## config.mk

```make
export PLATFORM = sky130hd
export DESIGN_NAME = serial_word_tx_flat
export DESIGN_NICKNAME = d
export VERILOG_FILES = /design/src/rtl/serial_word_tx_if.sv /design/src/rtl/serial_word_tx.sv /design/src/flat_wrapper.sv
export SDC_FILE = /design/constraint.sdc
export NUM_CORES = 1
export LEC_CHECK = 0
export ABC_AREA = 1
export BUFFER_PORTS_ARGS = -buffer_cell sky130_fd_sc_hd__buf_2
export CAP_MARGIN = 5
export CORE_MARGIN = 3
export CORE_UTILIZATION = 50
export CTS_CLUSTER_SIZE = 8
export DETAILED_ROUTE_END_ITERATION = 16
export PLACE_DENSITY = 0.74
export RECOVER_POWER = 25
export SYNTH_ARGS = -nofsm -noshare
export SYNTH_HDL_FRONTEND = slang
export SYNTH_SLANG_ARGS = --single-unit
```

## constraint.sdc

```tcl
create_clock -name clk -period 1.7 [get_ports clk]
set_clock_uncertainty 0.1 [all_clocks]
set_input_delay 0.425 -clock clk [delete_from_list [all_inputs] [get_ports clk]]
set_output_delay 0.425 -clock clk [all_outputs]
set_load 0.02 [all_outputs]
```

## src/rtl/serial_word_tx_if.sv

```systemverilog
// ---------------------------------------------------------------------------
// serial_word_tx_if
//   Word-input handshake bundle for serial_word_tx.
//   in_data   word to transmit (WIDTH bits)
//   in_valid  producer has a word this cycle
//   in_ready  transmitter can accept a word; transfer = in_valid & in_ready
// Modports:
//   master  producer side (drives in_data/in_valid)
//   slave   transmitter side (drives in_ready)
// ---------------------------------------------------------------------------
interface serial_word_tx_if #(
  parameter int WIDTH = 6
) ();
  logic [WIDTH-1:0] in_data;
  logic             in_valid;
  logic             in_ready;

  modport master (output in_data, output in_valid, input in_ready);
  modport slave  (input in_data, input in_valid, output in_ready);
endinterface

```

## src/rtl/serial_word_tx.sv

```systemverilog
// ---------------------------------------------------------------------------
// serial_word_tx
//   Parallel-in, serial-out transmitter feeding a WIDTH-bit serial-in shift
//   register. One bit per clock, MSB first by default. A one-word holding
//   buffer lets back-to-back words stream with no idle bit between them.
// Ports:
//   clk         rising-edge clock
//   reset       asynchronous active-low reset (0 = in reset)
//   in_if       slave side of the word handshake (in_data/in_valid/in_ready)
//   abort       synchronous flush of shifter and holding buffer
//   serial_out  serial bit stream (IDLE_LEVEL when no data bit)
//   bit_valid   serial_out carries a data bit this cycle
//   last_bit    final bit of the current word
//   busy        shifter active or holding buffer full
// All outputs are registered except in_ready.
// ---------------------------------------------------------------------------
module serial_word_tx #(
  parameter int   WIDTH      = 6,
  parameter bit   MSB_FIRST  = 1'b1,
  parameter logic IDLE_LEVEL = 1'b0
) (
  input  logic             clk,
  input  logic             reset,
  serial_word_tx_if.slave  in_if,
  input  logic             abort,
  output logic             serial_out,
  output logic             bit_valid,
  output logic             last_bit,
  output logic             busy
);

  localparam int CNT_W = (WIDTH > 1) ? $clog2(WIDTH) : 1;
  localparam logic [CNT_W-1:0] LAST_CNT = CNT_W'(WIDTH - 1);

  typedef enum logic {
    IDLE  = 1'b0,
    SHIFT = 1'b1
  } state_t;

  state_t           state_q,      state_d;
  logic [WIDTH-1:0] shift_q,      shift_d;
  logic [CNT_W-1:0] cnt_q,        cnt_d;
  logic [WIDTH-1:0] hold_q,       hold_d;
  logic             hold_full_q,  hold_full_d;
  logic             serial_out_q, serial_out_d;
  logic             bit_valid_q,  bit_valid_d;
  logic             last_bit_q,   last_bit_d;
  logic             busy_q,       busy_d;

  logic             xfer;
  logic             load;
  logic [WIDTH-1:0] load_word;

  // Bit that leaves the word first, and the word with that bit removed.
  function automatic logic head_bit(input logic [WIDTH-1:0] word);
    return MSB_FIRST ? word[WIDTH-1] : word[0];
  endfunction

  function automatic logic [WIDTH-1:0] advance(input logic [WIDTH-1:0] word);
    return MSB_FIRST ? (word << 1) : (word >> 1);
  endfunction

  // Abort blocks acceptance in the same cycle so a coincident word is not
  // silently flushed.
  assign in_if.in_ready = reset & ~hold_full_q & ~abort;
  assign xfer           = in_if.in_valid & in_if.in_ready;

  // shift_q holds the bits still to be sent; serial_out_q is the bit being
  // presented now and cnt_q is its index within the word.
  always_comb begin
    // NOTE: every signal assigned here gets a default first, so no path
    // leaves one unassigned and no latch is inferred.
    state_d      = state_q;
    shift_d      = shift_q;
    cnt_d        = cnt_q;
    hold_d       = hold_q;
    hold_full_d  = hold_full_q;
    serial_out_d = IDLE_LEVEL;
    bit_valid_d  = 1'b0;
    load         = 1'b0;
    load_word    = '0;

    if (abort) begin
      state_d     = IDLE;
      shift_d     = '0;
      cnt_d       = '0;
      hold_d      = '0;
      hold_full_d = 1'b0;
    end else begin
      unique case (state_q)
        IDLE: begin
          // Holding buffer is always empty here; load the shifter directly.
          if (xfer) begin
            load      = 1'b1;
            load_word = in_if.in_data;
          end
        end

        SHIFT: begin
          if (cnt_q != LAST_CNT) begin
            cnt_d        = cnt_q + 1'b1;
            serial_out_d = head_bit(shift_q);
            shift_d      = advance(shift_q);
            bit_valid_d  = 1'b1;
            // in_ready guarantees the buffer is empty when this fires.
            if (xfer) begin
              hold_d      = in_if.in_data;
              hold_full_d = 1'b1;
            end
          end else if (hold_full_q) begin
            load        = 1'b1;
            load_word   = hold_q;
            hold_d      = '0;
            hold_full_d = 1'b0;
          end else if (xfer) begin
            // Word arriving on the last bit goes straight in: no gap bit.
            load      = 1'b1;
            load_word = in_if.in_data;
          end else begin
            state_d = IDLE;
            shift_d = '0;
            cnt_d   = '0;
          end
        end

        default: state_d = IDLE;
      endcase
    end

    if (load) begin
      state_d      = SHIFT;
      cnt_d        = '0;
      serial_out_d = head_bit(load_word);
      shift_d      = advance(load_word);
      bit_valid_d  = 1'b1;
    end

    last_bit_d = bit_valid_d & (cnt_d == LAST_CNT);
    busy_d     = (state_d == SHIFT) | hold_full_d;
  end

  always_ff @(posedge clk or negedge reset) begin
    if (!reset) begin
      state_q      <= IDLE;
      shift_q      <= '0;
      cnt_q        <= '0;
      hold_q       <= '0;
      hold_full_q  <= 1'b0;
      serial_out_q <= IDLE_LEVEL;
      bit_valid_q  <= 1'b0;
      last_bit_q   <= 1'b0;
      busy_q       <= 1'b0;
    end else begin
      // NOTE: non-blocking assignments so every flop samples the values
      // computed for this edge, independent of statement order.
      state_q      <= state_d;
      shift_q      <= shift_d;
      cnt_q        <= cnt_d;
      hold_q       <= hold_d;
      hold_full_q  <= hold_full_d;
      serial_out_q <= serial_out_d;
      bit_valid_q  <= bit_valid_d;
      last_bit_q   <= last_bit_d;
      busy_q       <= busy_d;
    end
  end

  assign serial_out = serial_out_q;
  assign bit_valid  = bit_valid_q;
  assign last_bit   = last_bit_q;
  assign busy       = busy_q;

endmodule
```

## src/flat_wrapper.sv

```systemverilog
// flat-port wrapper written by rule: the top's interface ports become plain ports
module serial_word_tx_flat 
#(
  parameter int   WIDTH      = 6,
  parameter bit   MSB_FIRST  = 1'b1,
  parameter logic IDLE_LEVEL = 1'b0
)
  (clk, reset, abort, serial_out, bit_valid, last_bit, busy, in_if_in_data, in_if_in_valid, in_if_in_ready);
  serial_word_tx_if #(.WIDTH(WIDTH)) in_if_i ();
  input  logic clk;
  input  logic reset;
  input  logic abort;
  output logic serial_out;
  output logic bit_valid;
  output logic last_bit;
  output logic busy;
  input wire logic [$bits(in_if_i.in_data)-1:0] in_if_in_data;
  input wire logic [$bits(in_if_i.in_valid)-1:0] in_if_in_valid;
  output wire logic [$bits(in_if_i.in_ready)-1:0] in_if_in_ready;
  assign in_if_i.in_data = in_if_in_data;
  assign in_if_i.in_valid = in_if_in_valid;
  assign in_if_in_ready = in_if_i.in_ready;
  serial_word_tx #(.WIDTH(WIDTH), .MSB_FIRST(MSB_FIRST), .IDLE_LEVEL(IDLE_LEVEL)) u_core (.clk(clk), .reset(reset), .in_if(in_if_i), .abort(abort), .serial_out(serial_out), .bit_valid(bit_valid), .last_bit(last_bit), .busy(busy));
endmodule
```

# Yosys cells after proc, flatten, opt, wreduce, memory -nomap -nowiden

Index checks and enable logic that the tools add are counted.

Bits in registers: 21
Input bits: 10
Output and inout port bits: 5

Add/sub/neg operators: 1
Equality and inequality tests: 5
Muxes and demuxes: 43
Bitwise gates (word level): 8
Reduce and logical (&&, ||, !) cells: 5

Operators by type and width:

| kind                                          | number |
|---|---|
| 2-to-1 mux 6 bit                              | 15 |
| 2-to-1 mux 1 bit                              | 20 |
| 2-to-1 mux 3 bit                              | 6 |
| one-hot mux 6 bit (2 select lines)            | 1 |
| != test 4 bit, second input constant          | 2 |
| AND reduction 3 bit                           | 2 |
| nonzero test 3 bit                            | 2 |
| AND 1 bit                                     | 4 |
| adder 3 x 1 -> 3 bit, second input constant   | 1 |
| equality test 3 bit, second input constant    | 1 |
| != test 3 x 2 -> 1 bit, second input constant | 1 |
| != test 3 bit, second input constant          | 1 |
| NOT 1 bit                                     | 3 |
| one-hot mux 1 bit (2 select lines)            | 1 |
| nonzero test 2 bit                            | 1 |
| OR 1 bit                                      | 1 |

# Logic depth before layout (Yosys ltp)

Depth after elaboration: 12
Mapped depth: 11
Gate-level depth less buffers: 11

# Least setup slack after synthesis

No wires, ideal clock.

Kind: register to register
Start point: reg u_core.cnt_q[0]
End point: reg u_core.shift_q[2]
Arrival time: 1.331 ns
Path slack: 0.152 ns
Stages on the path, launching flop included: 10
Path buffers: 0
Clock period less this slack: 1.548 ns
Cells stage by stage: dfrtp_1 > ha_1 > nand2_1 > inv_2 > nor2_8 > inv_4 > a21oi_4 > nand2_4 > nand2_1 > nand2_1

Longest elaborated chain between the ends: 6
Elaborated cells between the ends (all ways): 15

Ends and longest elaborated chain:

| what                                                          | line                  | text |
|---|---|---|
| start: declaration                                            | serial_word_tx.sv:42  | `logic [CNT_W-1:0] cnt_q, cnt_d;` |
| start signal: assignment                                      | serial_word_tx.sv:158 | `cnt_q <= cnt_d;` |
| != test 3 bit *                                               | serial_word_tx.sv:100 | `if (cnt_q != LAST_CNT) begin` |
| 2-to-1 mux 1 bit                                              | serial_word_tx.sv:100 |  |
| one-hot mux 1 bit (2 select lines)                            | serial_word_tx.sv:90  | `unique case (state_q)` |
| 2-to-1 mux 1 bit                                              | serial_word_tx.sv:83  | `if (abort) begin` |
| != test 4 bit (no line) or nonzero test 3 bit (tied branches) | -                     |  |
| AND reduction 3 bit (no line)                                 | -                     |  |
| end signal: assignment                                        | serial_word_tx.sv:157 | `shift_q <= shift_d;` |
| end: declaration                                              | serial_word_tx.sv:41  | `logic [WIDTH-1:0] shift_q, shift_d;` |

Mark *: on every way between the ends. The rest lies on a longest branch, timed or not. The select of a mux whose other input is x is not followed.
A chain may end at the register's enable or synchronous reset.

# Worst setup path in the final report

Start point: reg u_core.cnt_q[1]
End point: reg u_core.hold_q[3]

Longest elaborated chain between the ends: 4
Elaborated cells between the ends (all ways): 7

Ends and longest elaborated chain:

| what                   | line                  | text |
|---|---|---|
| != test 3 bit *        | serial_word_tx.sv:100 |  |
| 2-to-1 mux 6 bit       | serial_word_tx.sv:100 |  |
| 2-to-1 mux 6 bit       | serial_word_tx.sv:90  |  |
| 2-to-1 mux 6 bit       | serial_word_tx.sv:83  |  |
| end signal: assignment | serial_word_tx.sv:159 | `hold_q <= hold_d;` |
| end: declaration       | serial_word_tx.sv:43  | `logic [WIDTH-1:0] hold_q, hold_d;` |

Marks and branches as above.

==> reports/metrics.cfg <==
[run_status]
outcome=finished clean

[hold_path]
min_path_type=primary input to flop
worstHoldEndpoint=u_core.hold_q[4]$_DFFE_PN0P_
hold_start=in_if_in_data[4]
hold_depth=3

[cells_and_area]
drive_gt1_share_pct=25.3
num_antenna_cells=0
final_core_utilization_pct=62.8
layout_commonest_cell=nand2_1
fin_area_um2=1280
post_layout_nonfiller_instances=181
fill_cells=194
synthToLayoutAreaGrowth_pct=14.8
final_nets=167
layout_common_cells=38 x nand2_1, 20 x dfrtp_1, 13 x buf_2

[drt]
num_vias=909
ant_nets=0
dr.pass1.iters=4
avgRoutedWirePerCell_um=11.9
drc=0
wl_um=2150
avgViaCountPerCell=5.02
drt_iter0_drc=16

[worst_setup_path]
r2r_start=u_core.cnt_q[1]$_DFF_PN0_
worstPathArrival_ns=1.70
slowest_stage=dfrtp_1
crit_fanout=9
path_common_cell=nand2_2
worstPathCellList=inv_1 > ha_2 > nand2_2 > inv_4 > nor2_8 > inv_6 > nand2_2 > a21oi_4 > nand2_1 > o21ai_1
r2r-end=u_core.hold_q[3]$_DFFE_PN0P_
setup.worst_path.start_class=flop
required_ns=1.83
cp_slowest_stage_delay_ns=0.39
reg2regPathDepth=10
worstPathBufferInverterCount=3
cpLargestDelayFamily=flip-flops
endpoint_kind=flop
crit_type=flop to flop
r2r_slack_ns=0.12

[sta]
setup_tns_ns=0
layout_min_cycle_time_ns=1.58
max_clock_freq_ghz=0.634
hold_viol=0
period_share_pct=92.8
fin_ws_ns=0.122
worst_pin_slew_ns=1.05
rsz0062_at_grt=true
slew_violations=0
max-slew-margin-rel_pct=30.0
final-setup-viol-count=0

[synth]
synthSimpleGateAreaFrac_pct=31.6
ys_types=27
syn_area_um2=1120
synth_xor_xnor_area_share_pct=0
ys_seq_elements=20
syn_inst=134
synthAdderAreaFrac_pct=2.24
syn_area_per_cell_um2=8.34
synthMuxAreaShare_pct=0
synth-seq-area-share_pct=44.8
synth_top_family_by_area=simple AND/OR/NAND/NOR gates
syn_nets=146
yosysWarnings=0
synth-compound-area-share_pct=11.9

[placement]
post_dp_cell_area_um2=1220
port_buffers=14
dpl.cell_count=176
place.gp.congestion=0.874
place_ws_ns=0.0157
dp_hpwl_um=1600

[global_routing]
track_usage_pct=18.8
gr-usage-met3_pct=2.54
met2_usage_pct=31.6
grt-ovfl-total=0
grt_pass1_wl_um=3900
antenna_found_initial=0
grt_start_max_net_pins=21
met1_usage_pct=24.5
grt_pass1_vias=914
grt_busiest_layer=met2

[clock_tree]
clkTransAtPathRegs_ns=0.11
clock_sinks=20
clock_latency_ns=0.29
cts_root_buffer=clkbuf_4
clockBufferDepth=2
cts_buffers=3
htree_levels=1
cts_tree=done

[floorplan]
coreArea_um2=2040
die_w_um=53.3
die_height_um=53.3
initial_utilization_pct=54.7
io_pins=15
dieArea_um2=2840
row_count=16

[pwr]
ir_drop_v=0.000592
p_leak_nw=0.724
power-per-cell-area_nw_per_um2=698

[run]
cap_violations=0

## flip-flops by register name (all words and copies together), names as in the netlist
register and count:
u_core.bit_valid 1, u_core.busy 1, u_core.cnt_q 3, u_core.hold_full_q 1, u_core.hold_q 6, u_core.last_bit 1, u_core.serial_out 1, u_core.shift_q 5
u_core.state_q 1
## what timing repair did
item / 4_1_cts / 5_1_grt
hold buffers: 0 / 0
gates resized for setup: 2 / 4
setup buffers: 0 / 1
pin swaps: 0 / 2
setup endpoints to repair: 4 / 15
## Yosys cell counts
cell      instances  area (um2)
nand2_4           2        22.5
buf_6             2        22.5
nand3_1           9        45.0
o21ai_1          10        50.1
buf_4             1        7.51
o211ai_1          1        7.51
a21oi_1           2        10.0
a21o_1            1        7.51
inv_2             2        7.51
nor3_1            1        5.00
nand4_4           1        21.3
nor2_8            1        20.0
a21oi_4           1        16.3
nand2_1          39         146
o211a_1           1        10.0
o31ai_1           1        7.51
nand2_2           3        18.8
nor2_1            8        30.0
dfrtp_1          20         500
ha_1              2        25.0
o21ai_0           3        15.0
inv_1            11        41.3
nand4_1           6        37.5
a21oi_2           1        8.76
inv_4             3        18.8
clkinv_4          1        8.76
and3_1            1        6.26
## stage by stage
stage | hold slack (ns) | total power, W
5_1_grt | 0.256 | 0.000948
6_report | 0.262 | 0.000896
3_3_place_gp | 0.362 | 0.000630
4_1_cts | 0.0390 | 0.000913
2_1_floorplan | 0.0294 | 0.000587
3_5_place_dp | 0.365 | 0.000631
## how the worst max path moves through the flow
| stage | from | end | slack, ns | cells after the start |
|---|---|---|---|---|
| final | u_core.cnt_q[1]$_DFF_PN0_ | u_core.hold_q[3]$_DFFE_PN0P_ | 0.12 | 10 |
| after global routing | u_core.cnt_q[0]$_DFF_PN0_ | u_core.shift_q[2]$_DFFE_PN0P_ | -0.01 | 10 |
| after CTS | u_core.cnt_q[1]$_DFF_PN0_ | u_core.shift_q[5]$_DFFE_PN0P_ | 0.02 | 10 |
| after detailed placement | u_core.cnt_q[1]$_DFF_PN0_ | u_core.hold_q[3]$_DFFE_PN0P_ | 0.02 | 10 |
| after global placement | u_core.cnt_q[0]$_DFF_PN0_ | u_core.shift_q[2]$_DFFE_PN0P_ | 0.1 | 9 |
| after floorplan | u_core.cnt_q[0]$_DFF_PN0_ | u_core.shift_q[2]$_DFFE_PN0P_ | 0.15 | 9 |
## cell families after synthesis
group,after synthesis
DFF,20
AOI/OAI and AO/OA,21
and+or+nand+nor,71
adders and majority gates,2
buffers and inverters,20
## final cells by class
class | count | area (um2) | area share [%]
Sequential cell | 20 | 500 | 39.0
Timing Repair Buffer | 19 | 103 | 8.00
Inverter | 17 | 81.3 | 6.34
Clock buffer | 4 | 36.3 | 2.83
Tap cell | 27 | 33.8 | 2.63
Multi-Input combinational cell | 94 | 528 | 41.2
## metal layers
layer | share of wire (%) | wire [um]
met4 | 0.75 | 16
met3 | 3.2 | 68
met1 | 47 | 1010
met5 | 0 | 0
met2 | 49 | 1050
## worst reg2reg max path: cells and delay by family (launching register included)
kind            cells  cell delay [ns]
simple gates        4             0.29
buf+inv             3             0.24
compound gates      2             0.30
flops               1             0.39
fa+ha+maj           1             0.18
## power breakdown
group / switching, W / total, W / leakage, nW / internal [W]
clock: 0.000140 / 0.000271 / 0.0210 / 0.000131
sequential: 0.00000941 / 0.000497 / 0.277 / 0.000488
combinational: 0.0000845 / 0.000128 / 0.426 / 0.0000432
(Power assumes the default switching activity.)
